==> src/rtl/regfile_write_arbiter.sv <==
// Two-source write-back arbiter for the register-file write port, with a one-entry hold per source.
// B has priority and A gets a starvation guard. Define REGARB_STATS_EN to build the commit/stall counters.
module regfile_write_arbiter #(
  parameter int DATA_W       = 64,
  parameter int STARVE_LIMIT = 4
) (
  input  logic              clk,
  input  logic              reset,
  input  logic              a_valid,
  output logic              a_ready,
  input  logic [4:0]        a_reg,
  input  logic [DATA_W-1:0] a_data,
  input  logic              b_valid,
  output logic              b_ready,
  input  logic [4:0]        b_reg,
  input  logic [DATA_W-1:0] b_data,
  output logic              reg_write,
  output logic [4:0]        write_reg,
  output logic [DATA_W-1:0] write_data,
  output logic [31:0]       pending_mask,
  output logic [15:0]       stat_commits,
  output logic [15:0]       stat_stalls
);

  localparam logic [3:0] STARVE_LIM4 = 4'(STARVE_LIMIT);
  localparam logic [4:0] XZR         = 5'd31;

  logic              a_full_reg, b_full_reg;
  logic [4:0]        a_idx_reg, b_idx_reg;
  logic [DATA_W-1:0] a_data_reg, b_data_reg;
  logic [3:0]        starve_cnt_reg, starve_cnt_next;
  logic              reg_write_reg;
  logic [4:0]        write_idx_reg;
  logic [DATA_W-1:0] write_data_reg;

  logic              grant_a, grant_b, commit_any;
  logic [4:0]        commit_idx;
  logic [DATA_W-1:0] commit_data;

  // A is forced through once it has lost STARVE_LIMIT consecutive arbitrations.
  always_comb begin
    grant_a         = a_full_reg && (!b_full_reg || (starve_cnt_reg >= STARVE_LIM4));
    grant_b         = b_full_reg && !grant_a;
    commit_any      = grant_a || grant_b;
    commit_idx      = grant_a ? a_idx_reg  : b_idx_reg;
    commit_data     = grant_a ? a_data_reg : b_data_reg;
    starve_cnt_next = 4'd0;
    if (a_full_reg && !grant_a)
      starve_cnt_next = (starve_cnt_reg == 4'hF) ? 4'hF : starve_cnt_reg + 4'd1;
  end

  assign a_ready = !a_full_reg || grant_a;
  assign b_ready = !b_full_reg || grant_b;

  always_ff @(posedge clk or negedge reset) begin
    if (!reset) begin
      a_full_reg     <= 1'b0;
      a_idx_reg      <= '0;
      a_data_reg     <= '0;
      b_full_reg     <= 1'b0;
      b_idx_reg      <= '0;
      b_data_reg     <= '0;
      starve_cnt_reg <= 4'd0;
    end else begin
      starve_cnt_reg <= starve_cnt_next;
      if (a_valid && a_ready) begin
        a_full_reg <= 1'b1;
        a_idx_reg  <= a_reg;
        a_data_reg <= a_data;
      end else if (grant_a) begin
        a_full_reg <= 1'b0;
      end
      if (b_valid && b_ready) begin
        b_full_reg <= 1'b1;
        b_idx_reg  <= b_reg;
        b_data_reg <= b_data;
      end else if (grant_b) begin
        b_full_reg <= 1'b0;
      end
    end
  end

  // Writes to XZR are consumed silently; the port keeps its last real write.
  always_ff @(posedge clk or negedge reset) begin
    if (!reset) begin
      reg_write_reg  <= 1'b0;
      write_idx_reg  <= '0;
      write_data_reg <= '0;
    end else begin
      reg_write_reg <= commit_any && (commit_idx != XZR);
      if (commit_any && (commit_idx != XZR)) begin
        write_idx_reg  <= commit_idx;
        write_data_reg <= commit_data;
      end
    end
  end

  assign reg_write  = reg_write_reg;
  assign write_reg  = write_idx_reg;
  assign write_data = write_data_reg;

  genvar gi;
  generate
    for (gi = 0; gi < 31; gi++) begin : g_pending
      assign pending_mask[gi] = (a_full_reg && (a_idx_reg == 5'(gi))) ||
                                (b_full_reg && (b_idx_reg == 5'(gi)));
    end
  endgenerate
  assign pending_mask[31] = 1'b0;

`ifdef REGARB_STATS_EN
  logic [15:0] commits_reg, stalls_reg;
  logic        stall_now;

  assign stall_now = (a_valid && !a_ready) || (b_valid && !b_ready);

  always_ff @(posedge clk or negedge reset) begin
    if (!reset) begin
      commits_reg <= 16'd0;
      stalls_reg  <= 16'd0;
    end else begin
      if (commit_any && (commit_idx != XZR) && (commits_reg != 16'hFFFF))
        commits_reg <= commits_reg + 16'd1;
      if (stall_now && (stalls_reg != 16'hFFFF))
        stalls_reg <= stalls_reg + 16'd1;
    end
  end

  assign stat_commits = commits_reg;
  assign stat_stalls  = stalls_reg;
`else
  assign stat_commits = 16'd0;
  assign stat_stalls  = 16'd0;
`endif

endmodule

==> config.mk <==
export PLATFORM = sky130hd
export DESIGN_NAME = regfile_write_arbiter
export DESIGN_NICKNAME = d
export VERILOG_FILES = /design/src/rtl/regfile_write_arbiter.sv
export SDC_FILE = /design/constraint.sdc
export NUM_CORES = 1
export LEC_CHECK = 0
export ABC_AREA = 1
export CORE_ASPECT_RATIO = 1.75
export CORE_MARGIN = 2
export CORE_UTILIZATION = 43
export DETAILED_ROUTE_END_ITERATION = 6
export GPL_ROUTABILITY_DRIVEN = 0
export GPL_TIMING_DRIVEN = 1
export PLACE_DENSITY = 0.76
export SLEW_MARGIN = 20
export SYNTH_ARGS = -nofsm -noshare
export SYNTH_HDL_FRONTEND = slang
export SYNTH_SLANG_ARGS = --single-unit
export TNS_END_PERCENT = 5
==> constraint.sdc <==
create_clock -name clk -period 1.8 [get_ports clk]
set_clock_uncertainty 0.1 [all_clocks]
set_input_delay 0.36 -clock clk [delete_from_list [all_inputs] [get_ports clk]]
set_output_delay 0.36 -clock clk [all_outputs]
set_load 0.02 [all_outputs]
* After elaboration in Yosys (flattened, before gate mapping)
Cells that the tools add are included.
** Storage, ports and cells
- Word-level logic and storage cells :: 192
- Input port bits :: 142
- Flip-flop bits (word level) :: 214
- Output and inout port bits :: 136
** Cells by class
- Order comparisons :: 1
- Eq/ne operators :: 62
- $add $sub $neg :: 1
- Reductions and logical operators :: 110
- Muxes and demuxes :: 8
** Operators by type and width (number)
- $eq A5 B5 Y1 const B :: 30
- $eq A5 B4 Y1 const B :: 16
- $logic_and A1 B1 Y1 :: 68
- $mux W64 :: 1
- $eq A5 B3 Y1 const B :: 8
- $logic_or A1 B1 Y1 :: 35
- $eq A5 B2 Y1 const B :: 4
- $eq A5 B1 Y1 const B :: 2
- $logic_not A5 Y1 :: 2
- $mux W4 :: 2
- $mux W5 :: 1
- $ne A5 B5 Y1 const B :: 1
- $add A4 B1 Y4 const B :: 1
- $eq A4 B4 Y1 const B :: 1
- $ge A4 B3 Y1 const B :: 1
- $mux W1 :: 4
- $reduce_bool A2 Y1 :: 2
- $logic_not A1 Y1 :: 3

* Depth between registers and ports, before layout
Gate-level depths: netlist of run 1.
- Word-level depth :: 8
- Gate-level depth with buffers :: 13
- Depth with buffers taken out :: 10

* Least setup slack after synthesis of run 1
Ideal clock, no wire load.
- Path kind :: flip-flop to flip-flop
- From :: register b_full_reg
- To :: register b_data_reg[61]
- Data required time :: 1.575 ns
- Setup time :: 0.125 ns
- Slack :: -0.110 ns
- Buffers on the path :: 2
- Arrival :: 1.686 ns
- Clock period less this slack :: 1.910 ns
- Cell stages (with the launch flop) :: 7
- Path through :: dfrtp_1 nand2_1 buf_2 nand3_1 nand2_2 buf_2 mux2_2
** Between the ends
- Longest elaborated chain between the ends :: 7
** RTL lines
- start, declared :: RTL line 28 : logic a_full_reg, b_full_reg;
- start signal, assigned :: RTL line 60 : b_full_reg <= 1'b0;
- start signal, assigned :: RTL line 74 : b_full_reg <= 1'b1;
- start signal, assigned :: RTL line 78 : b_full_reg <= 1'b0;
- $logic_not A1 Y1 :: RTL line 42, 53
- $logic_or A1 B1 Y1 :: RTL line 42 : grant_a = a_full_reg && (!b_full_reg || (starve_cnt_reg >= STARVE_LIM4));
- $logic_and A1 B1 Y1 :: RTL line 42
- $logic_not A1 Y1 :: RTL line 43 : grant_b = b_full_reg && !grant_a;
- $logic_and A1 B1 Y1 :: RTL line 43
- $logic_or A1 B1 Y1 * :: RTL line 53 : assign b_ready = !b_full_reg || grant_b;
- net b_ready :: RTL line 14 : output logic b_ready,
- $logic_and A1 B1 Y1 * :: RTL line 73 : if (b_valid && b_ready) begin
- end signal, assigned :: RTL line 76 : b_data_reg <= b_data;
- end, declared :: RTL line 30 : logic [DATA_W-1:0] a_data_reg, b_data_reg;
The timed path passes the listed nets; every way through them passes the cells marked *.
A chain may end at the register's enable or synchronous reset.

* Worst setup path after layout of run 1
- From :: register a_idx_reg[4]
- To :: output pending_mask[0]
** Between the ends
- Longest elaborated chain between the ends :: 3
** RTL lines
- start, declared :: RTL line 29 : logic [4:0] a_idx_reg, b_idx_reg;
- start signal, assigned :: RTL line 68 : a_idx_reg <= a_reg;
- $logic_not A5 Y1 :: RTL line 105 : assign pending_mask[gi] = (a_full_reg && (a_idx_reg == 5'(gi))) ||
- $logic_and A1 B1 Y1 :: RTL line 105
- $logic_or A1 B1 Y1 :: RTL line 105
- end, declared :: RTL line 20 : output logic [31:0] pending_mask,
No other way between the ends.

==> summary.md, run 1 <==
| Metric | Value |
|---|---|
| Outcome | `finished, violations left` |
| Failing checks | `setup timing` |
| Row count | `72` |
| Unrepaired setup endpoints after global routing | `yes` |
| CTS tree | `yes` |
| Req. time, crit path | `1.34 ns` |
| Crit path kind | `reg -> out` |
| Initial antenna violation count | `2` |
| Clock buffer count from CTS | `20` |
| Leakage | `0.00675 uW` |
| Ys Warns | `0` |
| Syn Std Cell Area | `9630 um^2` |
| Switch Pwr | `5700 uW` |
| Seq cells post-synth | `214` |
| Vias in the first global route | `8577` |
| Routed len/inst | `18.2 um` |
| Root Buffer Master | `clkbuf_16` |
| Tmin final | `2.26 ns` |
| Antenna Nets Post-Route | `0` |
| Area Growth Syn to Fin | `45.3%` |
| Comb power frac | `32.7%` |
| DRC errors left | `0` |
| PwrDens | `1210 nW/um^2` |
| Top cell type's share of synthesized area | `55.6%` |
| Sequential power share | `38.5%` |
| Routed wire length | `29900 um` |
| Syn Area/Cell | `9.16 um^2` |
| Post-DP HPWL | `19400 um` |
| Maximum vdd ir drop | `918 uV` |
| Initial DRC count | `656` |
| WHS | `0.274 ns` |
| Synth area leader | `dfrtp_1` |
| Clock slew at reported path FFs | `0.07 ns` |
| Gr usage total | `25.3%` |
| Detailed Routing Iterations Pass 1 | `7` |
| Initial Util | `43.6%` |
| Share of layout cells above drive strength 1 | `23.4%` |
| Die Ht | `202 um` |
| Crit. End Element | `primary output` |
| Core Area | `22100 um^2` |
| Die ar. | `23700 um^2` |
| Final Hold Fails | `0` |
| First-pass GRT wire length | `46000 um` |
| Final worst setup slack | `-0.464 ns` |
| CP arrival | `1.80 ns` |
| Worst Path Max Fanout | `7` |
| Clock Power Share | `28.8%` |
| Global route overflow | `0` |
| Worst-skew pair later-pin latency | `0.49 ns` |
| IO buf count | `244` |
| Clock tree buffer depth | `3` |
| Largest net degree at the start of global routing | `68` |
| Nets | `1472` |
| CP Launch Type | `flop` |
| H-Tree Depth | `1` |
| Period utilisation layout | `126%` |
| Synth top area cells | `dfrtp_1 56%, nand2_1 10%, mux2_2 8.3%, nand3_1 4.3%, a21oi_1 3.6%` |
| Pwr Total | `17000 uW` |
| Seq/Total Area, Yosys | `55.6%` |
| Mapped Cells | `1051` |
| IO Count | `278` |
| Max Cap Viol | `0` |
| HP Class | `in -> async` |
| Count of cell types in the netlist | `22` |
| Via count | `8468` |
| Setup violators final | `151` |
| Worst slack at placement | `-0.359 ns` |
| Switching share of power | `33.6%` |
| Clock Sinks | `214` |
| Final Slew Violations | `0` |
| Chip Width | `117 um` |
| Int Pwr | `11300 uW` |
| Vias per cell | `5.16` |
| Fmax | `0.442 GHz` |
[worst paths after layout]
| check | startpoint | end | slack [ns] | depth (start not counted) |
|---|---|---|---|---|
| hold / removal | reset | a_data_reg[48] | 0.27 | 2 |
| max in group asynchronous | reset | b_data_reg[45] | 0.71 | 3 |
| setup reg to reg | starve_cnt_reg[3] | write_data[59] | -0.10 | 10 |
| setup / recovery | a_idx_reg[4] | pending_mask[0] | -0.46 | 5 |
| hold reg to reg | write_data[29] | write_data[29] | 0.37 | 2 |
| min in group clk | a_data[61] | a_data_reg[61] | 0.35 | 3 |
[cell usage after synthesis]
library cell,number
xnor2_1,1
o21ai_0,60
conb_1,1
nand2_2,1
a21oi_1,70
o21bai_2,1
buf_6,2
nand3_1,82
nand2_1,262
buf_1,6
clkinv_1,1
inv_1,77
inv_2,1
o32ai_1,2
mux2_2,71
clkbuf_1,9
buf_4,46
nor2_1,82
buf_2,32
dfrtp_1,214
o22ai_1,29
ha_1,1
[final cells by class]
| type | instances | area, um^2 |
|---|---|---|
| diodes | 3 | 7.51 |
| clock buffers | 25 | 561 |
| clock inverters | 11 | 211 |
| fillers | 1749 | 8080 |
| inverters | 79 | 299 |
| multi-input cells | 696 | 4060 |
| flip-flops and latches | 214 | 5360 |
| well taps | 296 | 370 |
| repair buffers | 318 | 3120 |
[critical path, cell delays in order, from the launching register on]
cell and delay, ns:
dfrtp_1 0.44, inv_2 0.11, nand2_4 0.09, buf_6 0.17, o22ai_2 0.32, buf_6 0.17
[power by group through the flow]
stage	clock (uW)	combinational [uW]	sequential (uW)
floorplan	0	2230	7160
global placement	0	5400	6530
detailed placement	0	5510	6570
CTS	5000	5350	6500
global route	5210	6000	6650
finish	4890	5540	6520
[metal layers]
layer,vias to the layer above,GRT usage [%],wire (um)
li1,3900,-,-
met2,402,43.2,15500
met4,0,15.3,2020
met3,122,5.07,1910
met1,4044,28.6,10400
met5,-,0,0
[placed cells by master (no fill, tap or decap), types with 31 or more instances in the layout]
cell             netlist  routed
mux2_2                71      69
clkdlybuf4s50_1        0     140
dfrtp_1              214     207
nand3_1               82      78
nor2_1                82      71
nand2_1              262     224
dlygate4sd2_1          0      70
o21ai_0               60      59
buf_4                 46      60
inv_1                 77      66
a21oi_1               70      70
buf_6                  2      31
conb_1                 1      34
[metrics by stage]
| step | cell area (um^2) | utilization [%] | TNS (ns) | std cells |
|---|---|---|---|---|
| after floorplan | 9770 | - | -0.149 | 1084 |
| after global placement | 12700 | 57.5 | -27.02 | 1595 |
| after detailed placement | 12700 | 57.5 | -32.46 | 1595 |
| after CTS | 13800 | 62.4 | -20.12 | 1637 |
| after global routing | 14000 | 63.4 | -29.03 | 1641 |
| final | 14000 | 63.4 | -17.35 | 1642 |
[timing repair]
item / CTS / global route
setup buffers: 5 / 2
resized for setup: 348 / 46
pin swaps: 17 / 8
hold buffers: 1 / 0
setup endpoints to repair: 239 / 206
endpoints found under the hold margin: 47 / 0
[cell families (layout without fill, tap and decap cells)]
family          after synthesis  in the layout  synth area share [%]
simple gates                427            427                  17.7
fa+ha+maj                     1              1                 0.130
buf+inv                     174            433                  9.15
mux                          71             71                  8.30
xor+xnor                      1              1                0.0910
flops                       214            214                  55.6
compound gates              162            162                  8.94
other cells                   1             37                0.0389
Note: power is estimated with default switching activity, not from simulation.
==> inputs of run 2 (changes only) <==
CAP_MARGIN = 25   (was default)
==> results of run 2 <==
No change in the layout: final DEF, timing and power equal those of run 1.
==> inputs of run 3 (changes only) <==
SETUP_SLACK_MARGIN = 0.1   (was default)
==> run 3 against run 2 <==
Net effect: the flow still finishes with violations (setup timing); first-iteration DRC count shrank 31%; global-route usage shrank 0.55 points; setup slack lost 0.057 ns; register-to-register slack lost 0.05 ns; via count grew 1.0%; maximum frequency shrank 2.5%; sequential power grew 0.6%; die area is the same; utilization grew 0.40 points; critical path depth is the same; power shrank 3.7%; cell area grew 0.63%; highest routed layer unchanged.
==> summary.md, run 3 (same netlist as run 1, synthesis figures left out) <==
| Metric | Value |
|---|---|
| Reg area | `5360 um^2` |
| Tmin final | `2.32 ns` |
| Antenna Nets Post-Route | `0` |
| Fmax | `0.431 GHz` |
| Final worst setup slack | `-0.521 ns` |
| Core Area | `22100 um^2` |
| Unrepaired setup endpoints after global routing | `yes` |
| Placed Instances | `1608` |
| IO Count | `278` |
| Worst path max stage delay | `0.45 ns` |
| Most common cell after layout, fill and taps aside | `nand2_1` |
| Root Buffer Master | `clkbuf_16` |
| Vias in the first global route | `8553` |
| Area Growth Syn to Fin | `46.2%` |
| Leakage | `0.00678 uW` |
| Outcome | `finished, violations left` |
| Chip Width | `117 um` |
| Worst Path Max Fanout | `5` |
| IO buf count | `244` |
| Gr usage total | `24.8%` |
| Via count | `8555` |
| Routed len/inst | `18.4 um` |
| Bufs and invs on worst path | `2` |
| H-Tree Depth | `1` |
| Non-filler cells, final | `1656` |
| Initial DRC count | `454` |
| CP Launch Type | `flop` |
| Clock tree buffer depth | `3` |
| Nets | `1489` |
| Routed wire length | `30400 um` |
| Fin area | `14100 um^2` |
| Failing checks | `setup timing` |
| DRC errors left | `0` |
| Worst-skew pair later-pin latency | `0.48 ns` |
| Slowest cell on crit path | `dfrtp_2` |
| Clock slew at reported path FFs | `0.07 ns` |
| Largest net degree at the start of global routing | `61` |
| Share of layout cells above drive strength 1 | `24.8%` |
| Die Ht | `202 um` |
| Clock Sinks | `214` |
| Req. time, crit path | `1.34 ns` |
| CP most frequent cell | `buf_4` |
| Launch point of the worst reg-to-reg path | `b_full_reg` |
| Max Cap Viol | `0` |
| Worst-path cell chain | `nor2_1, buf_4, nand2_1, o22ai_1, buf_4` |
| Initial antenna violation count | `2` |
| Die ar. | `23700 um^2` |
| Row count | `72` |
| HP Class | `in -> async` |
| Post-DP HPWL | `20000 um` |
| First-pass GRT wire length | `45200 um` |
| Period utilisation layout | `129%` |
| Setup violators final | `169` |
| CP arrival | `1.86 ns` |
| Global route overflow | `0` |
| CP delay by family, top | `flip-flops` |
| Multi-input gate area | `4080 um^2` |
| Worst Setup SP | `a_idx_reg[2]` |
| Vias per cell | `5.17` |
| Area after DPL | `12800 um^2` |
| Crit path kind | `reg -> out` |
| FILL cells | `1759` |
| CTS tree | `yes` |
| Commonest non-fill, non-tap cells in the layout | `233 x nand2_1, 208 x dfrtp_1, 140 x clkdlybuf4s50_1` |
| Final Slew Violations | `0` |
| Clock buffer count from CTS | `19` |
| Crit. End Element | `primary output` |
| Initial Util | `43.6%` |
| Detailed Routing Iterations Pass 1 | `6` |
| Final Hold Fails | `0` |
| Maximum vdd ir drop | `782 uV` |
| PwrDens | `1160 nW/um^2` |
run 3: final timing paths:
check / to / slack [ns] / cells after the start
worst max-delay path: pending_mask[17] / -0.52 / 5
worst min-delay path: b_data_reg[47] / 0.25 / 2
worst max register to register: write_data[16] / -0.15 / 11
min in group clk: b_idx_reg[2] / 0.35 / 3
max in group asynchronous: b_data_reg[56] / 0.74 / 3
worst min register to register: starve_cnt_reg[0] / 0.36 / 1
run 3: power breakdown:
group	internal [uW]	switching (uW)	leakage (uW)
clock	2290	1710	0.000310
combinational	2440	3330	0.00398
sequential	5900	656	0.00248
total	10600	5700	0.00678
run 3: per-layer routing:
| metal | GRT usage [%] | part of all wire [%] | up-vias |
|---|---|---|---|
| met3 | 5.22 | 6.8 | 114 |
| met4 | 15.4 | 7.0 | 0 |
| met2 | 43.0 | 52 | 381 |
| li1 | - | - | 3947 |
| met5 | 0 | 0 | - |
| met1 | 26.8 | 34 | 4113 |
run 3: worst register-to-register path, cell delays in order, from the launching register on:
cell	delay [ns]
dfrtp_1	0.39
buf_4	0.15
buf_6	0.14
nand2_8	0.09
buf_8	0.14
nand3_1	0.09
nand2_2	0.11
nand2_4	0.07
o21bai_4	0.22
buf_12	0.23
nand2_1	0.10
nand2_1	0.07
run 3: area by class of cell:
| class | instances | share of cell area, % |
|---|---|---|
| Sequential cell | 214 | 38.1 |
| Multi-Input combinational cell | 696 | 29.0 |
| Timing Repair Buffer | 336 | 23.8 |
| Clock buffer | 26 | 3.92 |
| Tap cell | 296 | 2.63 |
| Inverter | 79 | 2.16 |
| Clock inverter | 7 | 0.427 |
| Antenna cell | 2 | 0.0356 |
run 3: timing repair:
item | 4_1_cts | 5_1_grt
pin swaps | 17 | 10
gates cloned | 0 | 0
endpoints found under the hold margin | 37 | 0
setup endpoints to repair | 241 | 234
hold buffers | 1 | 0
resized for setup | 349 | 95
setup buffers | 6 | 6
run 3: through the flow:
stage               hold WS, ns  worst slack [ns]  total power, uW  util (%)  TNS, ns
floorplan               -0.0356           -0.0181             9410         -  -0.0550
global placement          0.174            -0.493            12100      58.2   -35.43
detailed placement        0.175            -0.511            12200      58.2   -39.16
CTS                       0.262            -0.378            16100      62.4   -12.12
global route              0.283            -0.566            17200      63.8   -34.48
finish                    0.255            -0.521            16300      63.8   -25.43
